==> src/rtl/fir_sequencer.sv <==
// Host-side issuer for the FIR controller dr/lc/modwait handshake.
// Buffers host coefficient/sample words, drives dr/lc and returns each result with its err flag.
//
// state   | meaning
// IDLE    | waiting for a host coefficient or sample
// LC_REQ  | lc held high until the controller raises modwait
// LC_BUSY | coefficient load in progress, waiting for modwait low
// DR_REQ  | dr held high until the controller raises modwait (covers STORE)
// DR_BUSY | filter computation in progress, waiting for modwait low
// RESULT  | result held for the host until result_ready
module fir_sequencer #(
  parameter int DATA_W    = 16,
  parameter int NUM_COEFF = 4,
  parameter int TIMEOUT   = 15
) (
  input  logic              clk,
  input  logic              n_rst,
  input  logic              coeff_valid,
  input  logic [DATA_W-1:0] coeff_in,
  output logic              coeff_ready,
  input  logic              sample_valid,
  input  logic [DATA_W-1:0] sample_in,
  output logic              sample_ready,
  output logic              result_valid,
  input  logic              result_ready,
  output logic [DATA_W-1:0] result_out,
  output logic              result_err,
  output logic              timeout_err,
  output logic              dr,
  output logic              lc,
  output logic [DATA_W-1:0] sample_data,
  output logic [DATA_W-1:0] fir_coefficient,
  input  logic              modwait,
  input  logic              err,
  input  logic [DATA_W-1:0] fir_out
);

  localparam int IDX_W = (NUM_COEFF > 1) ? $clog2(NUM_COEFF) : 1;
  localparam int TMR_W = $clog2(TIMEOUT + 1);

  typedef enum logic [2:0] {IDLE, LC_REQ, LC_BUSY, DR_REQ, DR_BUSY, RESULT} state_t;

  state_t              r_state, w_next;
  logic [TMR_W-1:0]    r_timer;
  logic [IDX_W-1:0]    r_coeff_idx;
  logic                r_coeffs_loaded;
  logic                r_dr, r_lc, r_result_valid, r_timeout_err, r_result_err;
  logic [DATA_W-1:0]   r_sample, r_coeff, r_result;
  logic                w_coeff_acc, w_sample_acc, w_in_hs, w_tmo_hit, w_tmo_fire;

  always_ff @(posedge clk or negedge n_rst) begin
    if (!n_rst) r_state <= IDLE;
    else        r_state <= w_next;
  end

  // Progress on modwait wins over a timeout landing on the same cycle.
  always_comb begin
    w_next     = r_state;
    w_tmo_fire = 1'b0;
    case (r_state)
      IDLE: begin
        if (w_coeff_acc)       w_next = LC_REQ;
        else if (w_sample_acc) w_next = DR_REQ;
      end
      LC_REQ: begin
        if (modwait)        w_next = LC_BUSY;
        else if (w_tmo_hit) begin w_next = IDLE; w_tmo_fire = 1'b1; end
      end
      LC_BUSY: begin
        if (!modwait)       w_next = IDLE;
        else if (w_tmo_hit) begin w_next = IDLE; w_tmo_fire = 1'b1; end
      end
      DR_REQ: begin
        if (modwait)        w_next = DR_BUSY;
        else if (w_tmo_hit) begin w_next = IDLE; w_tmo_fire = 1'b1; end
      end
      DR_BUSY: begin
        if (!modwait)       w_next = RESULT;
        else if (w_tmo_hit) begin w_next = IDLE; w_tmo_fire = 1'b1; end
      end
      RESULT: begin
        if (result_ready)   w_next = IDLE;
      end
      default: w_next = IDLE;
    endcase
  end

  always_comb begin
    coeff_ready  = 1'b0;
    sample_ready = 1'b0;
    if (r_state == IDLE) begin
      coeff_ready  = !modwait;
      sample_ready = !modwait && r_coeffs_loaded && (r_coeff_idx == '0);
    end
    w_coeff_acc  = coeff_valid && coeff_ready;
    w_sample_acc = sample_valid && sample_ready && !w_coeff_acc;
    w_in_hs      = (r_state == LC_REQ) || (r_state == LC_BUSY) ||
                   (r_state == DR_REQ) || (r_state == DR_BUSY);
    w_tmo_hit    = w_in_hs && (r_timer == TMR_W'(TIMEOUT));
  end

  always_ff @(posedge clk or negedge n_rst) begin
    if (!n_rst) begin
      r_timer <= '0;
    end else if ((w_next != r_state) || !w_in_hs) begin
      r_timer <= '0;
    end else begin
      r_timer <= r_timer + 1'b1;
    end
  end

  always_ff @(posedge clk or negedge n_rst) begin
    if (!n_rst) begin
      r_dr           <= 1'b0;
      r_lc           <= 1'b0;
      r_result_valid <= 1'b0;
      r_timeout_err  <= 1'b0;
    end else begin
      r_dr           <= (w_next == DR_REQ);
      r_lc           <= (w_next == LC_REQ);
      r_result_valid <= (w_next == RESULT);
      if (w_tmo_fire) r_timeout_err <= 1'b1;
    end
  end

  // A coefficient only counts once its load completes, so a timed-out one is retried.
  always_ff @(posedge clk or negedge n_rst) begin
    if (!n_rst) begin
      r_coeff_idx     <= '0;
      r_coeffs_loaded <= 1'b0;
    end else if ((r_state == LC_BUSY) && !modwait) begin
      if (r_coeff_idx == IDX_W'(NUM_COEFF - 1)) begin
        r_coeff_idx     <= '0;
        r_coeffs_loaded <= 1'b1;
      end else begin
        r_coeff_idx <= r_coeff_idx + 1'b1;
      end
    end
  end

  always_ff @(posedge clk or negedge n_rst) begin
    if (!n_rst) begin
      r_sample     <= '0;
      r_coeff      <= '0;
      r_result     <= '0;
      r_result_err <= 1'b0;
    end else begin
      if (w_sample_acc) r_sample <= sample_in;
      if (w_coeff_acc)  r_coeff  <= coeff_in;
      if ((r_state == DR_BUSY) && !modwait) begin
        r_result     <= fir_out;
        r_result_err <= err;
      end
    end
  end

  assign dr              = r_dr;
  assign lc              = r_lc;
  assign result_valid    = r_result_valid;
  assign result_out      = r_result;
  assign result_err      = r_result_err;
  assign timeout_err     = r_timeout_err;
  assign sample_data     = r_sample;
  assign fir_coefficient = r_coeff;

endmodule

==> config.mk <==
export PLATFORM = sky130hd
export DESIGN_NAME = fir_sequencer
export DESIGN_NICKNAME = d
export VERILOG_FILES = /design/src/rtl/fir_sequencer.sv
export SDC_FILE = /design/constraint.sdc
export NUM_CORES = 1
export LEC_CHECK = 0
export BUFFER_PORTS_ARGS = -buffer_cell sky130_fd_sc_hd__buf_4
export CAP_MARGIN = 30
export CELL_PAD_IN_SITES_DETAIL_PLACEMENT = 1
export CELL_PAD_IN_SITES_GLOBAL_PLACEMENT = 1
export CORE_MARGIN = 1.5
export CORE_UTILIZATION = 37
export DETAILED_ROUTE_END_ITERATION = 16
export PLACE_DENSITY_LB_ADDON = 0.1
export SLEW_MARGIN = 15
export SYNTH_ARGS = -nofsm -noshare
export SYNTH_HDL_FRONTEND = slang
export SYNTH_SLANG_ARGS = --single-unit
==> constraint.sdc <==
create_clock -name clk -period 2.1 [get_ports clk]
set_input_delay 0.42 -clock clk [delete_from_list [all_inputs] [get_ports clk]]
set_output_delay 0.42 -clock clk [all_outputs]
set_load 0.03 [all_outputs]
# --- After elaboration in Yosys (flattened, before gate mapping) ---
# Cells that the tools add are included.
totals:
  regBits: 63
  in_bits: 55
op_classes:
  addsub: 2
  n_eq_ne: 11
  n_mux: 17
  reduce_logical: 20
op_table:
  columns: ["op", "count"]
  rows:
  - ["3-bit 2-to-1 mux", 8]
  - ["3-bit one-hot mux with 6 select lines", 1]
  - ["3-bit by 2-bit == test with 1-bit output, second input constant", 3]
  - ["3-bit == test, second input constant", 3]
  - ["1-bit logical AND", 8]
  - ["3-bit by 1-bit == test with 1-bit output, second input constant", 2]
  - ["1-bit 2-to-1 mux", 5]
  - ["4-bit by 1-bit adder with 4-bit output, second input constant", 1]
  - ["4-bit == test, second input constant", 1]
  - ["1-bit logical OR", 4]
  - ["4-bit 2-to-1 mux", 1]
  - ["2-bit OR reduction", 2]
  - ["1-bit zero test", 3]
  - ["3-bit zero test", 1]
  - ["3-bit inequality test", 1]
  - ["2-bit by 1-bit adder with 2-bit output, second input constant", 1]
  - ["2-bit == test, second input constant", 1]
  - ["2-bit zero test", 1]
  - ["2-bit 2-to-1 mux", 1]
  - ["1-bit one-hot mux with 2 select lines", 1]
  - ["2-bit AND reduction", 1]

# --- Logic depth before layout (Yosys ltp) ---
depth:
  ltp_word: 12
  depth_mapped: 7
  depth_no_buf: 6

# --- Least setup slack after synthesis ---
# No wires, ideal clock.
synth_path:
  path_kind: "input to register"
  start: "input modwait"
  end: "register r_coeff[10], in the netlist fir_coefficient[10]"
  t_arrival_ns: 2.050
  required_time_ns: 1.973
  slack_ns: -0.077
  path_stages: 5
  cell_sequence: "nor4_2 and2_1 buf_4 buf_6 mux2_1"
synth_via:
  elab_chain_cells: 3
synth_lines:
  columns: ["item", "line_no", "source"]
  rows:
  - ["start, declared", "33", "input logic modwait,"]
  - ["1-bit zero test", "92", "coeff_ready = !modwait;"]
  - ["1-bit 2-to-1 mux", "91", "if (r_state == IDLE) begin"]
  - ["1-bit logical AND", "95", "w_coeff_acc = coeff_valid && coeff_ready;"]
  - ["end signal, assigned", "149", "if (w_coeff_acc) r_coeff <= coeff_in;"]
  - ["end, declared", "48", "logic [DATA_W-1:0] r_sample, r_coeff, r_result;"]
# Every way passes these cells.
# A chain may end at the register's enable or synchronous reset.

# --- Final worst setup path ---
layout_path:
  start: "register r_coeff_idx[0]"
  end: "register r_timer[2]"
layout_via:
  elab_chain_cells: 11
layout_lines:
  columns: ["item", "line_no", "source"]
  rows:
  - ["start, declared", "45", "logic [IDX_W-1:0] r_coeff_idx;"]
  - ["start signal, assigned", "136", "r_coeff_idx <= r_coeff_idx + 1'b1;"]
  - ["2-bit zero test", "93", "sample_ready = !modwait && r_coeffs_loaded && (r_coeff_idx == '0);"]
  - ["1-bit logical AND", "93", null]
  - ["1-bit 2-to-1 mux", "91", null]
  - ["1-bit logical AND (2 in series)", "96", "w_sample_acc = sample_valid && sample_ready && !w_coeff_acc;"]
  - ["3-bit 2-to-1 mux", "63", "else if (w_sample_acc) w_next = DR_REQ;"]
  - ["3-bit 2-to-1 mux", "62", "if (w_coeff_acc) w_next = LC_REQ;"]
  - ["3-bit one-hot mux with 6 select lines", "60", "case (r_state)"]
  - ["3-bit inequality test", "105", "end else if ((w_next != r_state) || !w_in_hs) begin"]
  - ["1-bit logical OR", "105", null]
  - ["4-bit 2-to-1 mux", "105", null]
  - ["end signal, assigned", "108", "r_timer <= r_timer + 1'b1;"]
  - ["end, declared", "44", "logic [TMR_W-1:0] r_timer;"]
# Every way passes these cells.

==> results.toml <==
[yosys]
synth_ff_type = "dfrtp_1"
yosysWarnings = 0
synth_area_mm2 = 0.002596
synth.distinct_cells = 37
syn_inst = 179
async_reset_ff_share_pct = 100.0
yosysSeqAreaShare_pct = 60.72
synth_nets = 237
synth_top_area_cell = "dfrtp_1"
syn_avg_cell_area_um2 = 14.50
ys_ff_latch = 63
ys_top_cells_by_area = "dfrtp_1, mux2_2, mux2_1"
synth_top_area_share_pct = 60.72
synth_edf_count = 0

[routing]
first_pass_iters = 4
wire_per_inst_um = 15.21
wl_met2_mm = 3.101
top_layer = "met4"
antenna_left = 0
drt-met1-wl_mm = 2.496
drt-total-wl_mm = 6.085
drc = 0
dr_total_vias = 1884
wl_met3_um = 426
viasPerCell = 4.710
drtIter0Drc = 65

[layout]
area.sequential_mm2 = 0.001577
drive_above_1_share_pct = 60.53
fin_nets = 357
mostFrequentLayoutCells = "buf_4, dfrtp_1, mux2_2"
areaGrowthSynthToFinish_pct = 46.99
multi_input_area_um2 = 973.4
antenna_cells = 0
layout_commonest_cell = "buf_4"
fill_cells = 709

[global_route]
antenna_found_initial = 0
grt_use_total_pct = 16.87
grt_pass1_vias = 2007
grt_first_pass_wirelength_mm = 9.653
grt-ovfl-total = 0
grt_max_degree = 64

[sta]
fin_ws_ps = 74.26
finalClockSkew_ps = 10.64
tightest_slew_ps = 788.0
report.final.setup_viol = 0
tns_ps = 0
period_minus_slack_ps = 2026
slew_viol_final = 0
fmax_mhz = 493.6
max-slew-margin-rel_pct = 47.47
hold_viol_final = 0
period_share_pct = 96.46

[clock_network]
numClockSinks = 63
cts_buffers = 9
cts_tree = "yes"
clk_pin_slew_ps = 70
cts_max_path_buffers = 2
clk_latency_ps = 330
root_buffer = "clkbuf_8"
htree_levels = 3

[setup_path]
critPathCaptureType = "flop"
worstSetupPathType = "reg -> reg"
crit_fanout = 11
required_ps = 2340
crit_path_start_kind = "flop"
cp.arrival_ps = 2260

[floorplan]
num_io_pins = 110
die_h_um = 86.77
die_x_um = 86.77
dieArea_mm2 = 0.007528
start_util_pct = 38.21
core_mm2 = 0.006794
rows = 30

[placed_design]
gp_congestion = 0.7269
preCtsSetupSlack_ps = 25.65
io_buffers = 109
hpwl_mm = 4.380

[pwr]
p_leak_nw = 1.894
p_per_area_mw_per_mm2 = 1532
ir_drop_mv = 0.6301

[worst_hold_path]
hp-class = "in -> async"

[flow_run]
maxCapViolations = 0

[status]
status = "finished, final reports clean"
cell families after synthesis:
kind of cell	count (synthesis)	synth area share, %
flip-flops	63	60.72
multiplexers	49	21.25
AND/OR/NAND/NOR	26	6.458
AO/OA/AOI/OAI	21	5.783
buffers and inverters	13	2.988
XOR/XNOR	4	1.350
adder cells (fa/ha/maj)	3	1.446
final cells by class:
class / count / area share [%]
clock buffers: 11 / 3.967
clock inverters: 5 / 2.098
inverters: 5 / 0.4918
multi-input cells: 104 / 25.51
flip-flops and latches: 63 / 41.31
well taps: 96 / 3.148
repair buffers: 116 / 23.48
synthesized netlist by cell type (2+ instances only):
cell type and count:
nand2_1 4, a21o_1 3, mux2_2 39, xnor2_1 3
and3b_2 2, buf_4 5, ha_1 3, dfrtp_1 63
a21oi_1 2, o22ai_1 2, buf_2 2, inv_1 5
a211oi_1 6, o21ai_0 2, nor4_1 2, nor2_1 4
nand3_1 2, mux2_1 10, nor2_2 2
flip-flops by register name, summed over array words and instances (netlist names):
register         cells
fir_coefficient     16
result_out          16
sample_data         16
r_timer              4
r_state              3
r_coeff_idx          2
dr                   1
lc                   1
r_coeffs_loaded      1
result_err           1
result_valid         1
timeout_err          1
per-layer routing:
| metal | vias up | track usage (%) |
|---|---|---|
| met2 | 63 | 27.49 |
| met4 | 0 | 7.478 |
| met5 | - | 0 |
| li1 | 881 | - |
| met1 | 936 | 20.48 |
| met3 | 4 | 5.429 |
where the power goes:
| part | switching, W | internal, W | total, W |
|---|---|---|---|
| Sequential | 0.000281 | 0.00168 | 0.00196 |
| Combinational | 0.00151 | 0.00117 | 0.00268 |
| Clock | 0.000471 | 0.000731 | 0.00120 |
metrics by stage:
step	utilization (%)	power (W)	instances	instance area, µm²	hold slack, ps
4_1_cts	55.62	0.005872	397	3779	197.5
5_1_grt	56.17	0.006177	400	3816	223.8
3_3_place_gp	52.21	0.004572	381	3547	441.9
2_1_floorplan	-	0.003616	179	2605	124.4
6_report	56.17	0.005847	400	3816	154.5
3_5_place_dp	52.21	0.004653	381	3547	452.2
critical path: stages (launching register included):
cell and delay, ps:
dfrtp_1 370, inv_1 70, ha_1 210, and4b_1 230, and2_4 210, or4_4 560, a211oi_2 270
path summary, 6_finish.rpt:
check / slack (ps) / cells past startpoint / startpoint / end
worst max-delay path: 70 / 6 / r_coeff_idx[0]$_DFFE_PN0P_ / r_timer[2]$_DFF_PN0_
worst min-delay path: 150 / 1 / n_rst / r_coeff_idx[1]$_DFFE_PN0P_
worst max register to register: 70 / 6 / r_coeff_idx[0]$_DFFE_PN0P_ / r_timer[2]$_DFF_PN0_
worst min register to register: 460 / 1 / timeout_err$_DFFE_PN0P_ / timeout_err$_DFFE_PN0P_
max in group asynchronous: 1410 / 1 / n_rst / fir_coefficient[4]$_DFFE_PN0P_
min in group clk: 310 / 2 / coeff_in[7] / fir_coefficient[7]$_DFFE_PN0P_
timing repair:
| item | 4_1_cts | 5_1_grt |
|---|---|---|
| hold endpoints to repair | 0 | 0 |
| setup endpoints to repair | 0 | 3 |
| gates resized for setup | 0 | 3 |
| buffers inserted | 0 | 2 |
| hold buffers | 0 | 0 |
Note: power is estimated with default switching activity, not from simulation.
